$ cat src/rtl/multi_cycle_control_pkg.sv
// Shared encodings for the multi-cycle MIPS-style controller: FSM states,
// opcodes, ALU/mux select codes and the bundled control-word type.
package multi_cycle_control_pkg;

  typedef enum logic [3:0] {
    S_FETCH   = 4'd0,
    S_DECODE  = 4'd1,
    S_MEMADR  = 4'd2,
    S_MEMRD   = 4'd3,
    S_MEMWB   = 4'd4,
    S_MEMWR   = 4'd5,
    S_RTYPEEX = 4'd6,
    S_RTYPEWB = 4'd7,
    S_BEQEX   = 4'd8,
    S_IMMEX   = 4'd9,
    S_IMMWB   = 4'd10,
    S_JEX     = 4'd11,
    S_ILLEGAL = 4'd12
  } state_t;

  localparam logic [5:0] OP_RTYPE = 6'b000000;
  localparam logic [5:0] OP_J     = 6'b000010;
  localparam logic [5:0] OP_BEQ   = 6'b000100;
  localparam logic [5:0] OP_ADDI  = 6'b001000;
  localparam logic [5:0] OP_ORI   = 6'b001101;
  localparam logic [5:0] OP_LW    = 6'b100011;
  localparam logic [5:0] OP_SW    = 6'b101011;

  localparam logic [1:0] ALUOP_ADD   = 2'b00;
  localparam logic [1:0] ALUOP_SUB   = 2'b01;
  localparam logic [1:0] ALUOP_FUNCT = 2'b10;
  localparam logic [1:0] ALUOP_OR    = 2'b11;

  localparam logic [1:0] SRCB_REG   = 2'b00;
  localparam logic [1:0] SRCB_FOUR  = 2'b01;
  localparam logic [1:0] SRCB_IMM   = 2'b10;
  localparam logic [1:0] SRCB_IMMSH = 2'b11;

  localparam logic [1:0] PCSRC_ALU  = 2'b00;
  localparam logic [1:0] PCSRC_OUT  = 2'b01;
  localparam logic [1:0] PCSRC_JUMP = 2'b10;

  typedef struct packed {
    logic       pc_en;
    logic       iord;
    logic       mem_write;
    logic       ir_write;
    logic       reg_write;
    logic       reg_dst;
    logic       mem_to_reg;
    logic       alu_src_a;
    logic [1:0] alu_src_b;
    logic [1:0] alu_op;
    logic [1:0] pc_src;
    logic       ext_zero;
    logic       illegal;
  } ctrl_t;

endpackage

$ cat src/rtl/mc_out_dec.sv
// Combinational state-to-control decoder. Only pc_en and ir_write look at
// live inputs; every other field is a pure function of the state.
module mc_out_dec
  import multi_cycle_control_pkg::*;
(
  input  state_t i_state,
  input  logic   i_mem_ready,
  input  logic   i_zero,
  input  logic   i_ori,
  output ctrl_t  o_ctrl
);

  // Per-state control word; anything not set stays 0.
  always_comb begin
    o_ctrl = '0;
    case (i_state)
      S_FETCH: begin
        o_ctrl.alu_src_b = SRCB_FOUR;
        o_ctrl.pc_en     = i_mem_ready;
        o_ctrl.ir_write  = i_mem_ready;
      end
      S_DECODE:  o_ctrl.alu_src_b = SRCB_IMMSH;
      S_MEMADR: begin
        o_ctrl.alu_src_a = 1'b1;
        o_ctrl.alu_src_b = SRCB_IMM;
      end
      S_MEMRD:   o_ctrl.iord = 1'b1;
      S_MEMWB: begin
        o_ctrl.mem_to_reg = 1'b1;
        o_ctrl.reg_write  = 1'b1;
      end
      S_MEMWR: begin
        o_ctrl.iord      = 1'b1;
        o_ctrl.mem_write = 1'b1;
      end
      S_RTYPEEX: begin
        o_ctrl.alu_src_a = 1'b1;
        o_ctrl.alu_src_b = SRCB_REG;
        o_ctrl.alu_op    = ALUOP_FUNCT;
      end
      S_RTYPEWB: begin
        o_ctrl.reg_dst   = 1'b1;
        o_ctrl.reg_write = 1'b1;
      end
      S_BEQEX: begin
        o_ctrl.alu_src_a = 1'b1;
        o_ctrl.alu_src_b = SRCB_REG;
        o_ctrl.alu_op    = ALUOP_SUB;
        o_ctrl.pc_src    = PCSRC_OUT;
        o_ctrl.pc_en     = i_zero;
      end
      S_IMMEX: begin
        o_ctrl.alu_src_a = 1'b1;
        o_ctrl.alu_src_b = SRCB_IMM;
        o_ctrl.ext_zero  = i_ori;
        if (i_ori) begin
          o_ctrl.alu_op = ALUOP_OR;
        end else begin
          o_ctrl.alu_op = ALUOP_ADD;
        end
      end
      S_IMMWB: begin
        o_ctrl.reg_write = 1'b1;
        o_ctrl.ext_zero  = i_ori;
      end
      S_JEX: begin
        o_ctrl.pc_src = PCSRC_JUMP;
        o_ctrl.pc_en  = 1'b1;
      end
      S_ILLEGAL: o_ctrl.illegal = 1'b1;
      default:   o_ctrl = '0;
    endcase
  end

endmodule

$ cat src/rtl/multi_cycle_control.sv
// Multi-cycle controller FSM (state register + next-state logic).
// Define ORI_IMM_EN to accept ori (zero-extended immediate OR) via IMMEX/IMMWB.
module multi_cycle_control
  import multi_cycle_control_pkg::*;
(
  input  logic       clk,
  input  logic       reset,
  input  logic [5:0] opcode,
  input  logic       zero,
  input  logic       mem_ready,
  output logic       pc_en,
  output logic       iord,
  output logic       mem_write,
  output logic       ir_write,
  output logic       reg_write,
  output logic       reg_dst,
  output logic       mem_to_reg,
  output logic       alu_src_a,
  output logic [1:0] alu_src_b,
  output logic [1:0] alu_op,
  output logic [1:0] pc_src,
  output logic       ext_zero,
  output logic       illegal
);

  state_t r_state;
  state_t w_next;
  logic   w_ori;
  ctrl_t  w_ctrl;
  ctrl_t  w_out;

  // State register; reset parks the FSM in FETCH.
  always_ff @(posedge clk or posedge reset) begin
    if (reset) begin
      r_state <= S_FETCH;
    end else begin
      r_state <= w_next;
    end
  end

`ifdef ORI_IMM_EN
  logic r_ori;

  // Remember at DECODE whether the immediate op is ori, so IMMEX/IMMWB stay state-decoded.
  always_ff @(posedge clk or posedge reset) begin
    if (reset) begin
      r_ori <= 1'b0;
    end else if (r_state == S_DECODE) begin
      r_ori <= (opcode == OP_ORI);
    end else begin
      r_ori <= r_ori;
    end
  end

  assign w_ori = r_ori;
`else
  assign w_ori = 1'b0;
`endif

  // Next-state logic.
  always_comb begin
    w_next = r_state;
    case (r_state)
      S_FETCH: begin
        if (mem_ready) begin
          w_next = S_DECODE;
        end else begin
          w_next = S_FETCH;
        end
      end
      S_DECODE: begin
        case (opcode)
          OP_LW, OP_SW: w_next = S_MEMADR;
          OP_RTYPE:     w_next = S_RTYPEEX;
          OP_BEQ:       w_next = S_BEQEX;
          OP_ADDI:      w_next = S_IMMEX;
`ifdef ORI_IMM_EN
          OP_ORI:       w_next = S_IMMEX;
`endif
          OP_J:         w_next = S_JEX;
          default:      w_next = S_ILLEGAL;
        endcase
      end
      S_MEMADR: begin
        if (opcode == OP_SW) begin
          w_next = S_MEMWR;
        end else begin
          w_next = S_MEMRD;
        end
      end
      S_MEMRD: begin
        if (mem_ready) begin
          w_next = S_MEMWB;
        end else begin
          w_next = S_MEMRD;
        end
      end
      S_MEMWR: begin
        if (mem_ready) begin
          w_next = S_FETCH;
        end else begin
          w_next = S_MEMWR;
        end
      end
      S_RTYPEEX: w_next = S_RTYPEWB;
      S_IMMEX:   w_next = S_IMMWB;
      S_ILLEGAL: w_next = S_ILLEGAL;
      S_MEMWB, S_RTYPEWB, S_BEQEX, S_IMMWB, S_JEX: w_next = S_FETCH;
      default:   w_next = S_FETCH;
    endcase
  end

  mc_out_dec u_dec (
    .i_state     (r_state),
    .i_mem_ready (mem_ready),
    .i_zero      (zero),
    .i_ori       (w_ori),
    .o_ctrl      (w_ctrl)
  );

  // Reset blanks the control word at once so no strobe escapes the asserting edge.
  assign w_out = reset ? ctrl_t'('0) : w_ctrl;

  assign pc_en      = w_out.pc_en;
  assign iord       = w_out.iord;
  assign mem_write  = w_out.mem_write;
  assign ir_write   = w_out.ir_write;
  assign reg_write  = w_out.reg_write;
  assign reg_dst    = w_out.reg_dst;
  assign mem_to_reg = w_out.mem_to_reg;
  assign alu_src_a  = w_out.alu_src_a;
  assign alu_src_b  = w_out.alu_src_b;
  assign alu_op     = w_out.alu_op;
  assign pc_src     = w_out.pc_src;
  assign ext_zero   = w_out.ext_zero;
  assign illegal    = w_out.illegal;

endmodule

$ cat config.mk
export PLATFORM = sky130hd
export DESIGN_NAME = multi_cycle_control
export DESIGN_NICKNAME = d
export VERILOG_FILES = /design/src/rtl/multi_cycle_control_pkg.sv /design/src/rtl/mc_out_dec.sv /design/src/rtl/multi_cycle_control.sv
export SDC_FILE = /design/constraint.sdc
export NUM_CORES = 1
export LEC_CHECK = 0
export CORE_MARGIN = 2
export CORE_UTILIZATION = 48
export CTS_BUF_LIST = sky130_fd_sc_hd__clkbuf_4
export DETAILED_ROUTE_END_ITERATION = 12
export PLACE_DENSITY = 0.87
export RECOVER_POWER = 25
export SYNTH_ARGS = -nofsm -noshare
export SYNTH_HDL_FRONTEND = slang
export SYNTH_HIERARCHICAL = 1
export SYNTH_SLANG_ARGS = --single-unit
export TNS_END_PERCENT = 30
$ cat constraint.sdc
create_clock -name clk -period 3.4 [get_ports clk]
set_input_delay 0.85 -clock clk [delete_from_list [all_inputs] [get_ports clk]]
set_output_delay 0.85 -clock clk [all_outputs]
set_load 0.01 [all_outputs]
* After elaboration in Yosys (flattened, before gate mapping)
Index checks and enable logic that the tools add are counted.
** Storage, ports and cells
- Bits in registers :: 4
- Input bits :: 10
- Output and inout port bits :: 16
- Word-level logic and storage cells :: 44
** Operators by class
- Equality and inequality tests :: 17
- Mux-type cells :: 19
- Reduce and logical (&&, ||, !) cells :: 7
** Operator list (count)
- case mux 4 bit (8 select lines) :: 1
- equality test 4 bit, second input constant :: 5
- case mux 4 bit (5 select lines) :: 1
- equality test 4 x 3 -> 1 bit, second input constant :: 4
- two-way mux 16 bit :: 1
- equality test 6 bit, second input constant :: 2
- two-way mux 1 bit :: 9
- two-way mux 3 bit :: 3
- equality test 4 x 2 -> 1 bit, second input constant :: 2
- case mux 2 bit (2 select lines) :: 2
- equality test 6 x 2 -> 1 bit, second input constant :: 1
- equality test 6 x 3 -> 1 bit, second input constant :: 1
- equality test 6 x 4 -> 1 bit, second input constant :: 1
- logical NOT 6 bit :: 1
- case mux 2 bit (3 select lines) :: 1
- OR reduction 2 bit :: 3
- equality test 4 x 1 -> 1 bit, second input constant :: 1
- logical NOT 4 bit :: 1
- OR reduction 4 bit :: 1
- case mux 1 bit (3 select lines) :: 1
- OR reduction 3 bit :: 1

* Logic depth before layout (Yosys ltp)
Gate-level depths: netlist of the first run.
- Depth after elaboration :: 4
- Depth in mapped cells :: 5
- Mapped depth without buffers :: 4

* Cells and area by module
The synthesis of the first run kept the hierarchy.
** Modules (own cells, without submodules)
- multi_cycle_control :: times used 1, cells each 63, area an instance 446.7 um^2, seq. area each 100.1 um^2
- mc_out_dec :: times used 1, cells each 35, area an instance 211.5 um^2, seq. area each 0.0 um^2

* Worst setup path after synthesis of the first run
No wires, ideal clock.
- Path type :: input -> output
- Start :: in mem_ready
- End :: out pc_en
- Arrival :: 1604 ps
- Data required time :: 2550 ps
- Slack :: 946 ps
- Stages on the path :: 3
- Path buffers :: 0
- Cell sequence :: or4b_1 > a31oi_1 > nor2b_1
** RTL lines
- start: declaration :: RTL line multi_cycle_control.sv:10 : input logic mem_ready,
- end: declaration :: RTL line multi_cycle_control.sv:11 : output logic pc_en,

* Worst setup path in the final report of the first run
- Start :: in reset
- End :: out pc_src[1]
** Between the ends
- Word-level cells in the longest chain between the ends :: 1
** Ends and longest elaborated chain
- start: declaration :: RTL line multi_cycle_control.sv:7 : input logic reset,
- two-way mux 16 bit :: RTL line multi_cycle_control.sv:122 : assign w_out = reset ? ctrl_t'('0) : w_ctrl;
- end: declaration :: RTL line multi_cycle_control.sv:21 : output logic [1:0] pc_src,
Every way passes these cells.

==> metrics.txt, run 1 <==
Yosys warning count=6; Least-Margin Pin Slew=546 ps; post_cts resized=1; WP data required=2550 ps; GPL Wtd Cong=0.828; status=finished clean; pins over their slew limit=0; Relative slew margins=63.6%; final setup fails=0; initial antenna violation count=0; biggest regs=r_state: 4 flops; Num CTS Buffers=3; RSZ-0062 raised after global routing=false; Yosys reg bits=4; P per Cell Area=141 nW/um2; Pwr Total=0.132 mW; Layout area overhead=42.0%; DRC=0; Biggest register=r_state; clk_skew=2.11 ps; number of global-route vias before repair=615; vias per cell=5.64; Ports=26; first-pass GRT wire length=2490 um; final cell count without fillers=137; # hold bufs at CTS=0; H-tree Lvls=1; Clock Sinks=4; simple-gate share of the synthesized area=53.8%; CTS tree=yes; fmax=312 MHz; endpoint type of the worst setup path=primary output; Final min period=3200 ps; kind of critical path=in2out; FF+latch area=100 um2; IO buf count=24; Die ar.=1680 um2; share of layout cells above drive strength 1=8.20%; worst hold path class=reg2reg; Total Routing Usage GR=22.6%; fill cell count=117; largest family of logic cells by synthesized area=simple AND/OR/NAND/NOR gates; max FFs per register=4; drt first pass iters=4; post-DP HPWL=1270 um; synthesized instance count=98; CTS root buf=clkbuf_4; Worst Setup Start Kind=input pin; maximum VDD drop=0.198 mV; Syn Area/Cell=6.72 um2; period utilization=94.2%; Worst-path clk slew=40 ps; WP data arrival=2350 ps; DRT iter0 DRCs=17; Starting Density=51.2%; drt total wl=1590 um; final net count=134; leak pwr=0.326 nW; synthesized area=658 um2; GRT Residual Overflow=0; routed len/inst=11.6 um; clk_lat worst skew=230 ps; Max-Cap Viols=0; dpl cells=134; Post-CTS Setup Bufs=0; ANT cells=0; Design Area, Final=935 um2; multiplexer share of the synthesized area=0%; final hold vios=0; largest net degree at the start of global routing=26; CORE AREA=1280 um2; Synth Area in XOR/XNOR=3.99%; clock buffer depth=2; Multi-input gate area=513 um2; Routed Antenna Nets=0; Die Ht=41.0 um; # rows=13; Netlist cell types=37; CP Max Fanout=17; register area share after synthesis=15.2%; placed cell area=913 um2; Adder-Cell Fraction of Synth Area=0%; chip width=41.0 um; via count=772; Synth Area in Compound Gates=19.0%
## layout make-up
class                           count  area share (%)
Sequential cell                     4            10.7
Timing Repair Buffer               28            28.8
Multi-Input combinational cell     84            54.9
Tap cell                           15            2.01
Inverter                            3            1.20
Clock buffer                        3            2.41
## cells in the final DEF (no fill, tap or decap), types with 2 or more instances in the layout
| cell type | n |
|---|---|
| clkdlybuf4s50_1 | 21 |
| nor2b_1 | 19 |
| nor3_1 | 7 |
| nor2_1 | 7 |
| o21ai_0 | 4 |
| o22ai_1 | 4 |
| buf_4 | 4 |
| dfrtp_1 | 4 |
| nand2b_1 | 4 |
| nand3_1 | 3 |
| a21oi_1 | 3 |
| nand2_1 | 3 |
| clkbuf_4 | 3 |
| or3_1 | 2 |
| nand3b_1 | 2 |
| inv_1 | 2 |
| o211ai_1 | 2 |
| o21ai_1 | 2 |
| nor4_1 | 2 |
| xnor2_1 | 2 |
| a31oi_1 | 2 |
| dlygate4sd3_1 | 2 |
| conb_1 | 2 |
## metal layers
metal,global-route usage [%],vias up,part of all wire [%]
li1,-,395,-
met1,24.6,349,38
met2,43.4,28,57
met3,4.89,0,5.2
met4,5.00,0,0
met5,0,-,0
## cells by family (layout without fill, tap and decap cells)
| kind of cell | after synthesis | after routing |
|---|---|---|
| simple gates | 59 | 59 |
| compound gates | 20 | 20 |
| buf+inv | 11 | 34 |
| flops | 4 | 4 |
| xor+xnor | 3 | 3 |
| other cells | 1 | 2 |
## critical path: stages
cell and delay (ps):
dlygate4sd3_1 740, nor2b_1 200, clkdlybuf4s50_1 560
## power breakdown
group          internal [mW]  switching, mW
sequential            0.0479              0
combinational         0.0146         0.0115
clock                 0.0394         0.0186
total                  0.102         0.0302
## Yosys cell counts (all sizes together)
cell / number / share of area, %
nor2b: 19 / 18
nor2: 7 / 4.0
nor3: 7 / 5.3
o21ai: 6 / 4.6
buf: 4 / 3.4
clkbuf: 4 / 2.3
dfrtp: 4 / 15
nand2b: 4 / 3.8
o22ai: 4 / 3.8
a21oi: 3 / 2.3
inv: 3 / 1.7
nand2: 3 / 1.7
nand3: 3 / 2.3
a31oi: 2 / 1.9
nand3b: 2 / 2.3
nor4: 2 / 1.9
o211ai: 2 / 2.3
or2: 2 / 2.3
or3: 2 / 1.9
or3b: 2 / 2.7
xnor2: 2 / 2.7
a2111o: 1 / 1.7
a211oi: 1 / 1.1
and2: 1 / 0.95
conb: 1 / 0.57
nand4bb: 1 / 1.7
nor3b: 1 / 1.1
o41ai: 1 / 1.3
or2b: 1 / 1.1
or4: 1 / 1.1
or4b: 1 / 1.5
xor2: 1 / 1.3
## stage by stage
| step | setup WS [ps] | hold WS, ps | TNS, ps | util (%) |
|---|---|---|---|---|
| final | 196 | 696 | 0 | 72.7 |
| after global routing | 117 | 741 | 0 | 72.7 |
| after CTS | 190 | 701 | 0 | 72.7 |
| after detailed placement | -40.0 | 697 | -40.0 | 71.1 |
| after global placement | -25.5 | 685 | -25.5 | 71.1 |
| after floorplan | 946 | 645 | 0 | - |
## path summary, 6_finish.rpt
| kind | startpoint | to | slack [ps] | cells after the start |
|---|---|---|---|---|
| max | reset | pc_src[1] | 200 | 3 |
| min | r_state[3]$_DFF_PP0_ | r_state[0]$_DFF_PP0_ | 700 | 2 |
| max reg2reg | r_state[2]$_DFF_PP0_ | r_state[2]$_DFF_PP0_ | 1780 | 4 |
| min reg2reg | r_state[3]$_DFF_PP0_ | r_state[0]$_DFF_PP0_ | 700 | 2 |
| max in group asynchronous | reset | r_state[2]$_DFF_PP0_ | 2000 | 2 |
| min in group asynchronous | reset | r_state[1]$_DFF_PP0_ | 1240 | 2 |
Note: power is estimated with default switching activity, not from simulation.
==> run 2: changes to the inputs <==
--- a/config.mk
+++ b/config.mk
@@ -8,6 +8,7 @@
 export CORE_MARGIN = 2
 export CORE_UTILIZATION = 48
 export CTS_BUF_LIST = sky130_fd_sc_hd__clkbuf_4
+export CTS_CLUSTER_SIZE = 20
 export DETAILED_ROUTE_END_ITERATION = 12
 export PLACE_DENSITY = 0.87
 export RECOVER_POWER = 25
==> results of run 2 <==
Same layout as run 1: the final DEF is identical, and so are final timing and power.
==> run 3: changes to the inputs <==
--- a/config.mk
+++ b/config.mk
@@ -5,15 +5,15 @@
 export SDC_FILE = /design/constraint.sdc
 export NUM_CORES = 1
 export LEC_CHECK = 0
+export CORE_ASPECT_RATIO = 0.8
 export CORE_MARGIN = 2
-export CORE_UTILIZATION = 48
+export CORE_UTILIZATION = 40
 export CTS_BUF_LIST = sky130_fd_sc_hd__clkbuf_4
-export CTS_CLUSTER_SIZE = 20
+export CTS_CLUSTER_SIZE = 16
 export DETAILED_ROUTE_END_ITERATION = 12
-export PLACE_DENSITY = 0.87
+export PLACE_DENSITY = 0.78
 export RECOVER_POWER = 25
 export SYNTH_ARGS = -nofsm -noshare
 export SYNTH_HDL_FRONTEND = slang
 export SYNTH_HIERARCHICAL = 1
 export SYNTH_SLANG_ARGS = --single-unit
-export TNS_END_PERCENT = 30
==> constraint.sdc (replaced) <==
create_clock -name clk -period 2.85 [get_ports clk]
set_input_delay 0.7125 -clock clk [delete_from_list [all_inputs] [get_ports clk]]
set_output_delay 0.7125 -clock clk [all_outputs]
set_load 0.01 [all_outputs]
==> run 3 against run 2 <==
Against the previous run:
- via count rose by 3.2%
- non-clock buffer count rose by 1
- worst hold slack improved by 28 ps
- critical endpoint is now pc_en
- combinational power rose by 24%
- first-iteration DRC count did not move
==> metrics.txt, run 3 (synthesis results as in run 1) <==
chip width=49.4 um (was 41.0 um); CORE AREA=1580 um2 (was 1280 um2); CP cell instances=clkdlybuf4s50_1 -> or4b_1 -> a31oi_1 -> nor2b_2 -> buf_2 (was dlygate4sd3_1 -> nor2b_1 -> clkdlybuf4s50_1); period utilization=97.5%; clock buffer depth=2 (unchanged); Biggest register=r_state (unchanged); vias per cell=5.50 (was 5.64); reg2reg end=r_state[2]$_DFF_PP0_ (unchanged); H-tree Lvls=1 (unchanged); CP Max Fanout=2 (was 17); min-delay src=r_state[2]$_DFF_PP0_ (was r_state[3]$_DFF_PP0_); commonest non-fill, non-tap cells in the layout=clkdlybuf4s50_1, nor2b_1, nor3_1, nor2_1, buf_4 (was clkdlybuf4s50_1, nor2b_1, nor3_1, nor2_1); Post-CTS Setup Bufs=0 (unchanged); drt first pass iters=4 (unchanged); Core Util, Final=60.4% (was 72.7%); clk_lat worst skew=230 ps (about the same); Num CTS Buffers=3 (unchanged); post-DP HPWL=1170 um (was 1270 um); Ports=26 (unchanged); final net count=135 (was 134); status=finished clean (unchanged); slowest stage cell, crit path=clkdlybuf4s50_1 (was dlygate4sd3_1); worst hold path class=reg2reg (unchanged); DRC=0 (unchanged); most common cell after layout, fill and taps aside=clkdlybuf4s50_1 (unchanged); clk_skew=3.65 ps (was 2.11 ps); R2R Setup Slk=1410 ps (was 1780 ps); largest net degree at the start of global routing=26 (unchanged); CP max stage delay=480 ps (was 740 ps); Total Routing Usage GR=17.9% (was 22.6%); final hold vios=0 (unchanged); share of layout cells above drive strength 1=11.4% (was 8.20%); final cell count without fillers=145 (was 137); Crit path max-delay family=buffers and inverters (unchanged); worst r2r path cells=5 (was 4); # rows=13 (unchanged); fmax=360 MHz; hold path cells=1 (was 2); Multi-input gate area=515 um2 (was 513 um2); DRT iter0 DRCs=17 (unchanged); initial antenna violation count=0 (unchanged); pins over their slew limit=0 (unchanged); final setup fails=0 (unchanged); Worst Setup Start Kind=input pin (unchanged); IO buf count=24 (unchanged); max FFs per register=4 (unchanged); Layout area overhead=44.9% (was 42.0%); FF+latch area=101 um2 (was 100 um2); via count=797 (was 772); Die ar.=1990 um2 (was 1680 um2); Hold EP=r_state[3]$_DFF_PP0_ (was r_state[0]$_DFF_PP0_); endpoint type of the worst setup path=primary output (unchanged); Worst-path clk slew=40 ps (about the same); GPL Wtd Cong=0.818 (was 0.828); first-pass GRT wire length=2640 um (was 2490 um); number of global-route vias before repair=586 (was 615); kind of critical path=in2out (unchanged); CTS tree=yes (unchanged); post_cts resized=5 (was 1); Starting Density=41.7% (was 51.2%); maximum VDD drop=0.129 mV (was 0.198 mV); drt total wl=1630 um (was 1590 um); dpl cells=142 (was 134); ANT cells=0 (unchanged); DP Worst Slack=-350 ps (was -40.0 ps); Die Ht=40.3 um (was 41.0 um); Max-Cap Viols=0 (unchanged); Clock Sinks=4 (unchanged); CP bufs+invs=2 (unchanged); routed len/inst=11.2 um (was 11.6 um); fill cell count=163 (was 117); biggest regs=r_state: 4 flops (unchanged); # hold bufs at CTS=0 (unchanged); Pwr Total=0.160 mW (was 0.132 mW); leak pwr=0.346 nW (was 0.326 nW); GRT Residual Overflow=0 (unchanged); Final min period=2780 ps; CTS root buf=clkbuf_4 (unchanged); WP data required=2140 ps (was 2550 ps); WP data arrival=2070 ps (was 2350 ps); PnR worst setup slack=70.2 ps (was 196 ps); Routed Antenna Nets=0 (unchanged); WHS=724 ps (was 696 ps); Crit Reg-Reg Startpoint=r_state[0]$_DFF_PP0_ (was r_state[2]$_DFF_PP0_); RSZ-0062 raised after global routing=false (unchanged); P per Cell Area=168 nW/um2 (was 141 nW/um2); Crit path depth=5 (was 3)
run 3: per-stage QoR:
step                setup TNS (ps)  area, um2
floorplan                        0        662
global placement              -308        930
detailed placement            -350        930
CTS                              0        950
global route                     0        953
finish                           0        953
run 3: area by class of cell:
type	count	area share, %
sequential	4	10.6
tap	22	2.89
inverter	3	1.18
timing repair buffer	29	28.9
clock buffer	3	2.36
multi-input combinational	84	54.1
run 3: worst reg2reg max path: cells and delay by family, from the launching register on:
family	cells	cell delay (ps)
compound gates	2	310
buf+inv	2	310
flops	1	430
simple gates	1	280
run 3: how the worst max path moves through the flow:
stage / from / endpoint / slack (ps)
4_1_cts: mem_ready / ir_write / 40
3_3_place_gp: mem_ready / pc_en / -310
2_1_floorplan: mem_ready / pc_en / 670
6_report: mem_ready / pc_en / 70
5_1_grt: mem_ready / pc_en / 50
3_5_place_dp: mem_ready / pc_en / -350
run 3: power breakdown:
group          switching, mW  internal (mW)  total [mW]
sequential                 0         0.0571      0.0571
clock                 0.0235         0.0471      0.0707
combinational         0.0139         0.0186      0.0326
run 3: per-layer routing:
metal / up-vias / GRT usage [%] / routed length, um
met5: - / 0 / 0
met2: 31 / 31.1 / 751
met3: 2 / 1.49 / 99
met4: 0 / 10.7 / 16
li1: 399 / - / -
met1: 365 / 22.6 / 757
==> edit (flow settings as in run 3) <==
Add a define of `ORI_IMM_EN`.
--- a/src/rtl/multi_cycle_control.sv
+++ b/src/rtl/multi_cycle_control.sv
@@ -1,5 +1,7 @@
 // Multi-cycle controller FSM (state register + next-state logic).
 // Define ORI_IMM_EN to accept ori (zero-extended immediate OR) via IMMEX/IMMWB.
+`define ORI_IMM_EN
+
 module multi_cycle_control
   import multi_cycle_control_pkg::*;
 (
Check against the original RTL: not equivalent (a bounded check fails within 4 cycles, from zero or initial values and one cycle with reset high).
==> edit against run 3 <==
Sequential cell count increased by 1; critical endpoint is now alu_src_b[1]; critical path type is now flop to output pin; count of clock-buffer cells in the layout is 1 higher; area after synthesis up 17%; die area up 15%; worst setup slack improved by 0.039 ns; wire length up 30%; cell area grew 16%; hold slack got worse by 0.18 ns.
Power is left out: it rests on default switching activity, and per cell area and clock period it moved more than threefold.
==> edit: results (changes against run 3) <==
The tools report the hold-critical path endpoint as r_ori. For the met3 demand-to-capacity share in global routing, the log shows 5.63% (+4.1 points). The run finished with clean final reports. The first-pass GRT wire length was 3280 um (+24%); the met1 layer wirelength in the final routing was 1000 um (+33%). For the weighted congestion reported at the end of routability-driven placement, the log shows 0.822 (+0.48%).

The top fanout value on the critical path works out to 8 (+6). The detailed route wirelength on metal2 is 1030 um (+37%). The fraction of met2 tracks used by global routing was 30.0% (-1.1 points); the number of I/O port buffers was 25 (+4.2%).

The slack of the worst reg-to-reg path was 1.09 ns (-0.32 ns). The arrival time of the worst setup path came out at 2.03 ns (-0.04 ns). For the global-route usage over all layers, the log shows 19.0% (+1.1 points). The number of instances in the placed design is 156 (+9.9%).

The number of cells traversed by the worst register-to-register path is 4 (-1). The tools report the distinct cell type count after synthesis as 38 (+2.7%). The share of final-layout standard cells stronger than drive strength 1 works out to 13.8% (+2.4 points).

The number of nets in the final layout is 149 (+10%). The largest registers in the layout are r_state (4), r_ori (1). The number of filler cells placed in the layout was 178 (+9.2%). In this run the critical register-to-register path is launched from r_state[2].

In the post-synthesis netlist, the biggest area contributors are sky130_fd_sc_hd__dfrtp_1 16%, sky130_fd_sc_hd__nor2b_1 15%, sky130_fd_sc_hd__nor3_1 5.9%, sky130_fd_sc_hd__xnor2_1 4.6%, sky130_fd_sc_hd__a21oi_1 3.9%. The tools report the hold path startpoint as r_ori. The total cell area at the placement stage was 0.00106 sq mm (+14%). The mean cell area of the mapped netlist works out to 7.18 sq um (+6.9%). The run gives 29 (+12) as the number of DRC markers in iteration 0.
[edit: cell count changes after synthesis, sizes merged, moves of 2 or more]
cell and change:
buf +4, a21oi +3, clkbuf -3, nand3 -2, nor3 +2, nor3b +2, o211ai -2, or2 -2
or3 -2, xnor2 +2
[edit: kinds of logic after synthesis]
logic type / count (synthesis) / share of synthesized area (%)
multiplexers: 1 / 1.47
buffers and inverters: 12 / 8.63
AO/OA/AOI/OAI: 23 / 18.9
AND/OR/NAND/NOR: 61 / 49.0
XOR/XNOR: 5 / 5.70
flip-flops: 5 / 16.3
[edit: worst max-delay path by stage]
stage,start,end,slack [ns],cells after the start
2_1_floorplan,mem_ready,pc_en,0.67,3
3_3_place_gp,mem_ready,pc_en,-0.32,5
3_5_place_dp,mem_ready,pc_en,-0.32,5
4_1_cts,r_state[1],alu_src_b[1],0.02,5
5_1_grt,r_state[1],alu_src_b[1],-0.001,5
6_report,r_state[1],alu_src_b[1],0.11,5
[edit: repair_timing]
item / in CTS / in global routing
buffers inserted: 0 / 2
hold buffers: 0 / 0
pin swaps: 0 / 0
resized for setup: 4 / 2
setup endpoints to repair: 1 / 3
[edit: layout make-up]
cell class | count | area [sq um] | share of cell area (%)
multi-input cells | 90 | 577 | 52.2
repair buffers | 36 | 330 | 29.9
flip-flops and latches | 5 | 126 | 11.4
clock buffers | 4 | 30.0 | 2.72
well taps | 24 | 30.0 | 2.72
inverters | 3 | 11.3 | 1.02
[edit: per-stage QoR]
stage	hold WS, ns	setup WS (ns)
finish	0.546	0.109
global placement	0.529	-0.324
global route	0.581	-0.00118
detailed placement	0.533	-0.322
floorplan	0.500	0.671
CTS	0.542	0.0163
